--- config.mk ---
export PLATFORM = sky130hd
export DESIGN_NAME = image_rom_scan_ctrl
export DESIGN_NICKNAME = d
export VERILOG_FILES = /design/src/rtl/img_pkg.sv /design/src/rtl/pix_fifo2.sv /design/src/rtl/image_rom_scan_ctrl.sv
export SDC_FILE = /design/constraint.sdc
export NUM_CORES = 1
export LEC_CHECK = 0
export BUFFER_PORTS_ARGS = -buffer_cell sky130_fd_sc_hd__buf_2
export CORE_ASPECT_RATIO = 0.7
export CORE_MARGIN = 4
export CORE_UTILIZATION = 57
export DETAILED_ROUTE_END_ITERATION = 10
export GPL_TIMING_DRIVEN = 0
export PLACE_DENSITY = 0.87
export RECOVER_POWER = 50
export SYNTH_ARGS = -nofsm -noshare
export SYNTH_HDL_FRONTEND = slang
export SYNTH_SLANG_ARGS = --single-unit
--- constraint.sdc ---
create_clock -name clk -period 3.56 [get_ports clk]
set_clock_uncertainty 0.05 [all_clocks]
set_input_delay 0.712 -clock clk [delete_from_list [all_inputs] [get_ports clk]]
set_output_delay 0.712 -clock clk [all_outputs]
set_load 0.03 [all_outputs]
--- src/rtl/img_pkg.sv ---
// Shared types for the image ROM raster scanner: frame size defaults,
// scan FSM states and the pixel tag bundle carried through the output FIFO.
package img_pkg;

  localparam int DEF_IMG_WIDTH  = 160;
  localparam int DEF_IMG_HEIGHT = 120;
  localparam int CW             = 16;

  typedef enum logic [1:0] {
    S_IDLE,
    S_RUN,
    S_DRAIN
  } scan_state_e;

  typedef struct packed {
    logic [7:0]    data;
    logic          eol;
    logic          eof;
`ifdef COORD_OUT_EN
    logic [CW-1:0] x;
    logic [CW-1:0] y;
`endif
  } pix_t;

endpackage

--- src/rtl/pix_fifo2.sv ---
// 2-entry shift FIFO; slot0 is always the head so outputs come straight from flops.
// Ports: push_i/din_i in, pop_i in, flush_i clears, head_o/count_o out.
module pix_fifo2
  import img_pkg::*;
(
  input  logic       clk,
  input  logic       rst_n,
  input  logic       flush_i,
  input  logic       push_i,
  input  pix_t       din_i,
  input  logic       pop_i,
  output pix_t       head_o,
  output logic [1:0] count_o
);

  logic [1:0] count_q;
  pix_t       s0_q;
  pix_t       s1_q;

  always_ff @(posedge clk or negedge rst_n) begin
    if (!rst_n) begin
      count_q <= 2'd0;
      s0_q    <= '0;
      s1_q    <= '0;
    end else if (flush_i) begin
      count_q <= 2'd0;
    end else begin
      count_q <= count_q + {1'b0, push_i} - {1'b0, pop_i};
      if (push_i) begin
        if (count_q == 2'd0 || (count_q == 2'd1 && pop_i))
          s0_q <= din_i;
        else
          s1_q <= din_i;
      end
      if (pop_i && count_q == 2'd2)
        s0_q <= s1_q;
    end
  end

  assign head_o  = s0_q;
  assign count_o = count_q;

endmodule

--- src/rtl/image_rom_scan_ctrl.sv ---
// Raster-order ROM read sequencer emitting a valid/ready pixel stream with eol/eof.
// Optional COORD_OUT_EN adds m_x/m_y outputs carried with each pixel.
module image_rom_scan_ctrl
  import img_pkg::*;
#(
  parameter  int IMG_WIDTH  = DEF_IMG_WIDTH,
  parameter  int IMG_HEIGHT = DEF_IMG_HEIGHT,
  localparam int AW = $clog2(IMG_WIDTH * IMG_HEIGHT),
  localparam int XW = $clog2(IMG_WIDTH),
  localparam int YW = $clog2(IMG_HEIGHT)
) (
  input  logic          clk,
  input  logic          rst_n,
  input  logic          start,
  input  logic          abort,
  output logic [AW-1:0] rom_addr,
  input  logic [7:0]    rom_data,
  output logic          m_valid,
  input  logic          m_ready,
  output logic [7:0]    m_data,
  output logic          m_eol,
  output logic          m_eof,
`ifdef COORD_OUT_EN
  output logic [XW-1:0] m_x,
  output logic [YW-1:0] m_y,
`endif
  output logic          busy,
  output logic          done
);

  scan_state_e   state_q;
  logic [AW-1:0] addr_q;
  logic [XW-1:0] x_q;
  logic [YW-1:0] y_q;
  logic          infl_q;
  pix_t          tag_q;
  logic          busy_q;
  logic          done_q;

  pix_t          head;
  pix_t          push_pix;
  logic [1:0]    fcnt;
  logic [1:0]    occ;
  logic          pop;
  logic          issue;
  logic          flush;
  logic          x_last;
  logic          y_last;
  logic          last_px;

  assign m_valid = (fcnt != 2'd0);
  assign pop     = m_valid & m_ready;
  assign flush   = abort & (state_q != S_IDLE);

  // A pop this cycle frees a slot for the read issued this cycle.
  assign occ     = fcnt + {1'b0, infl_q} - {1'b0, pop};
  assign issue   = (state_q == S_RUN) & ~abort & (occ < 2'd2);

  assign x_last  = (x_q == XW'(IMG_WIDTH - 1));
  assign y_last  = (y_q == YW'(IMG_HEIGHT - 1));
  assign last_px = x_last & y_last;

  always_comb begin
    push_pix      = tag_q;
    push_pix.data = rom_data;
  end

  pix_fifo2 u_fifo (
    .clk     (clk),
    .rst_n   (rst_n),
    .flush_i (flush),
    .push_i  (infl_q),
    .din_i   (push_pix),
    .pop_i   (pop),
    .head_o  (head),
    .count_o (fcnt)
  );

  always_ff @(posedge clk or negedge rst_n) begin
    if (!rst_n) begin
      state_q <= S_IDLE;
      addr_q  <= '0;
      x_q     <= '0;
      y_q     <= '0;
      infl_q  <= 1'b0;
      tag_q   <= '0;
      busy_q  <= 1'b0;
      done_q  <= 1'b0;
    end else begin
      done_q <= 1'b0;
      infl_q <= issue;
      if (issue) begin
        tag_q.eol <= x_last;
        tag_q.eof <= last_px;
`ifdef COORD_OUT_EN
        tag_q.x   <= CW'(x_q);
        tag_q.y   <= CW'(y_q);
`endif
      end
      unique case (state_q)
        S_IDLE: begin
          if (start && !abort) begin
            state_q <= S_RUN;
            addr_q  <= '0;
            x_q     <= '0;
            y_q     <= '0;
            busy_q  <= 1'b1;
          end
        end
        S_RUN: begin
          if (abort) begin
            state_q <= S_IDLE;
            busy_q  <= 1'b0;
          end else if (issue) begin
            if (last_px) begin
              state_q <= S_DRAIN;
            end else begin
              addr_q <= addr_q + AW'(1);
              if (x_last) begin
                x_q <= '0;
                y_q <= y_q + YW'(1);
              end else begin
                x_q <= x_q + XW'(1);
              end
            end
          end
        end
        S_DRAIN: begin
          if (abort) begin
            state_q <= S_IDLE;
            busy_q  <= 1'b0;
          end else if (pop && head.eof) begin
            state_q <= S_IDLE;
            busy_q  <= 1'b0;
            done_q  <= 1'b1;
          end
        end
        default: begin
          state_q <= S_IDLE;
          busy_q  <= 1'b0;
        end
      endcase
    end
  end

  assign rom_addr = addr_q;
  assign m_data   = head.data;
  assign m_eol    = head.eol;
  assign m_eof    = head.eof;
  assign busy     = busy_q;
  assign done     = done_q;
`ifdef COORD_OUT_EN
  assign m_x      = head.x[XW-1:0];
  assign m_y      = head.y[YW-1:0];
`endif

endmodule

==> metrics.txt <==
global placement routability congestion=0.809; VDD IR max=0.496 mV; IO Pins=41; clk sink count=59; antenna fix cells=0; setup slack, reg-to-reg=420 ps; total power=1.89 mW; leakage power=1.63 nW; Via Count=2415; Die Y-Extent=68.6 µm; largest net degree at the start of global routing=60; Crit Path Category=flip-flop to flip-flop; Overall Global Routing Usage=22.3%; synth warn=0; port bufs=40; cells along the critical path=clkbuf_1, nand3_1, o21ai_0, ha_1, and2_1, nand4_1, a21oi_2, nor2_1, a221o_1; Syn Nets=295; 1st-pass router iterations=4; sequential power share=44.9%; Die Area=6480 µm²; ys flop type=dfrtp_1; Clock power frac=36.9%; Pins Over Slew Limit=0; hold path cells=1; power per cell area=543 nW/µm²; cell taking the most area after synthesis=dfrtp_1; Comb power frac=18.2%; achievable frequency=318 MHz; Remaining Overflow, GRT=0; synth top area cells=dfrtp_1 49%, mux2_2 11%, nand3_1 3.0%; minimum clock period=3140 ps; core area=4910 µm²; top-area cell type share of the netlist area=49.5%; initial antenna violation count=0; P_sw=0.562 mW; post-cts sizing count=0; final number of setup-violating endpoints=0; Starting Density=60.8%; clk slew on worst S/H paths=70 ps; Wirelength per Cell=16.5 µm; Mapped Cells=278; worst-path fanout max=11; Largest stage delay, worst path=490 ps; Post-DP HPWL=4640 µm; Synth cell types=48; sequential fraction of the synthesis area=49.5%; Die W=94.5 µm; layout cells sized above 1=25.2%; Net Sw Frac=29.7%; Fin. Hold Viols=0; CP Launch Type=flip-flop; dpl ws=73.6 ps; Residual DRC=0; crit share post-route=88.2%; Rel. slew slack=3.70%; Post-CTS Setup Bufs=0; clock buffer depth=2; status=finished, final reports clean; Crit-path slowest cell=nand3_1; RSZ-0062 raised after global routing=no; CP required=3730 ps; Setup WS post-layout=420 ps; hold buffers post-CTS=0; worst skew pair latency=340 ps; final WL=6650 µm; vias in the first global route=2224; CTS Root Cell=clkbuf_8; crit path capture type=flip-flop; Hold/Removal Path Class=flip-flop to flip-flop; Final nets=345; H-tree depth=3; vias per cell=6.01; EDFF count, synth=0; Worst Path Arrival=3310 ps; first-pass GRT wire length=10800 µm; CTS tree=done; Syn-to-layout area delta=16.6%; row count=21; worst slew pin tran=1440 ps; worst-case reg-to-reg path depth=9; iteration-0 DRC count of the detailed router=119; Final ANT Viol Nets=0; max_cap viols=0; mapped cell area=2990 µm²; Mean Syn Cell Area=10.7 µm²; internal power=1.33 mW; TritonCTS Buffers=9; Post-synth ARST share=100%; setup TNS=0 ps; Yosys reg bits=59
-- power groups by stage --
stage	Combinational, mW	Clock, mW	Sequential (mW)
finish	0.344	0.697	0.849
global route	0.375	0.736	0.860
CTS	0.357	0.710	0.846
detailed placement	0.356	0	0.858
global placement	0.340	0	0.848
floorplan	0.161	0	0.926
-- path summary, 6_finish.rpt --
path	startpoint	endpoint
setup reg to reg	u_fifo.count_o[1]$_DFF_PN0_	x_q[2]$_DFFE_PN0P_
hold / removal	u_fifo.s1_q[3]$_DFFE_PN0P_	u_fifo.s1_q[3]$_DFFE_PN0P_
min in group asynchronous	rst_n	done$_DFF_PN0_
max in group asynchronous	rst_n	rom_addr[5]$_DFFE_PN0P_
hold reg to reg	u_fifo.s1_q[3]$_DFFE_PN0P_	u_fifo.s1_q[3]$_DFFE_PN0P_
setup / recovery	u_fifo.count_o[1]$_DFF_PN0_	x_q[2]$_DFFE_PN0P_
-- flip-flops by register name, indices dropped and copies added, names as in the netlist --
register        cells
rom_addr           15
u_fifo.head_o      10
u_fifo.s1_q        10
x_q                 8
y_q                 7
push_pix            2
state_q             2
u_fifo.count_o      2
busy                1
done                1
infl_q              1
-- logic make-up after synthesis --
kind of cell / Yosys count / share of synthesized area (%)
buf+inv: 16 / 2.10
flops: 59 / 49.5
fa+ha+maj: 4 / 1.68
xor+xnor: 2 / 0.587
compound gates: 58 / 13.6
mux: 34 / 12.7
simple gates: 105 / 19.9
-- Yosys cell counts, types with 3 or more instances --
cell type / instances
a211o_1: 3
a21oi_1: 16
a31oi_1: 3
and2_1: 5
and3_1: 5
and4_1: 4
clkbuf_1: 6
dfrtp_1: 59
ha_1: 4
inv_1: 8
mux2_2: 30
mux2i_1: 4
nand2_1: 20
nand3_1: 18
nand3b_1: 3
nand4_1: 9
nor2_1: 12
nor3_1: 3
nor4b_1: 3
o21ai_0: 15
o31ai_1: 4
or3_1: 9
or4_1: 3
-- cells in the final DEF (no fill, tap or decap), types with 2 or more instances in the layout --
master and count:
o31ai_1 4, o211a_1 2, nand3b_1 3, nor4b_1 3, o211ai_1 2, a21bo_2 2, ha_1 4, a221o_1 2
dfrtp_1 59, and2_1 5, a31oi_1 3, mux2i_1 4, nand2_1 20, a21oi_1 16, buf_2 29, clkbuf_8 11
mux2_2 30, or3_1 9, clkbuf_1 18, nand3_1 18, and4_1 4, nor3_1 3, nand4_1 9, inv_1 8
and3_1 5, o21ai_0 15, or4_1 3, nor2_1 12, a211o_1 3, bufinv_16 2, and3b_1 2, nor4_1 2
-- critical path: cells and delay by family, from the launching register on --
family,cells,cell delay [ps]
flip-flops,1,320
buffers and inverters,1,320
adder cells (fa/ha/maj),1,250
AND/OR/NAND/NOR,4,1040
AO/OA/AOI/OAI,3,1060
-- layout make-up --
type	count	area (µm²)
sequential	59	1480
multi-input combinational	203	1450
fill	350	1430
timing repair buffer	40	185
clock buffer	12	155
tap	69	86.3
clock inverter	4	72.6
inverter	8	30.0
buffer	7	28.8
-- through the flow --
step | cell area [µm²] | hold slack, ps | cells | util [%]
finish | 3480 | 454 | 402 | 70.8
global route | 3480 | 470 | 402 | 70.8
CTS | 3500 | 453 | 403 | 71.2
detailed placement | 3270 | 438 | 387 | 66.6
global placement | 3270 | 433 | 387 | 66.6
floorplan | 2990 | 366 | 278 | -
-- per-layer routing --
metal | vias up | share of wire, % | track usage, %
li1 | 1151 | - | -
met1 | 1177 | 48 | 31.4
met2 | 77 | 45 | 32.3
met3 | 10 | 6.0 | 6.51
met4 | 0 | 1.1 | 9.71
met5 | - | 0 | 0
Note: power is estimated with default switching activity, not from simulation.
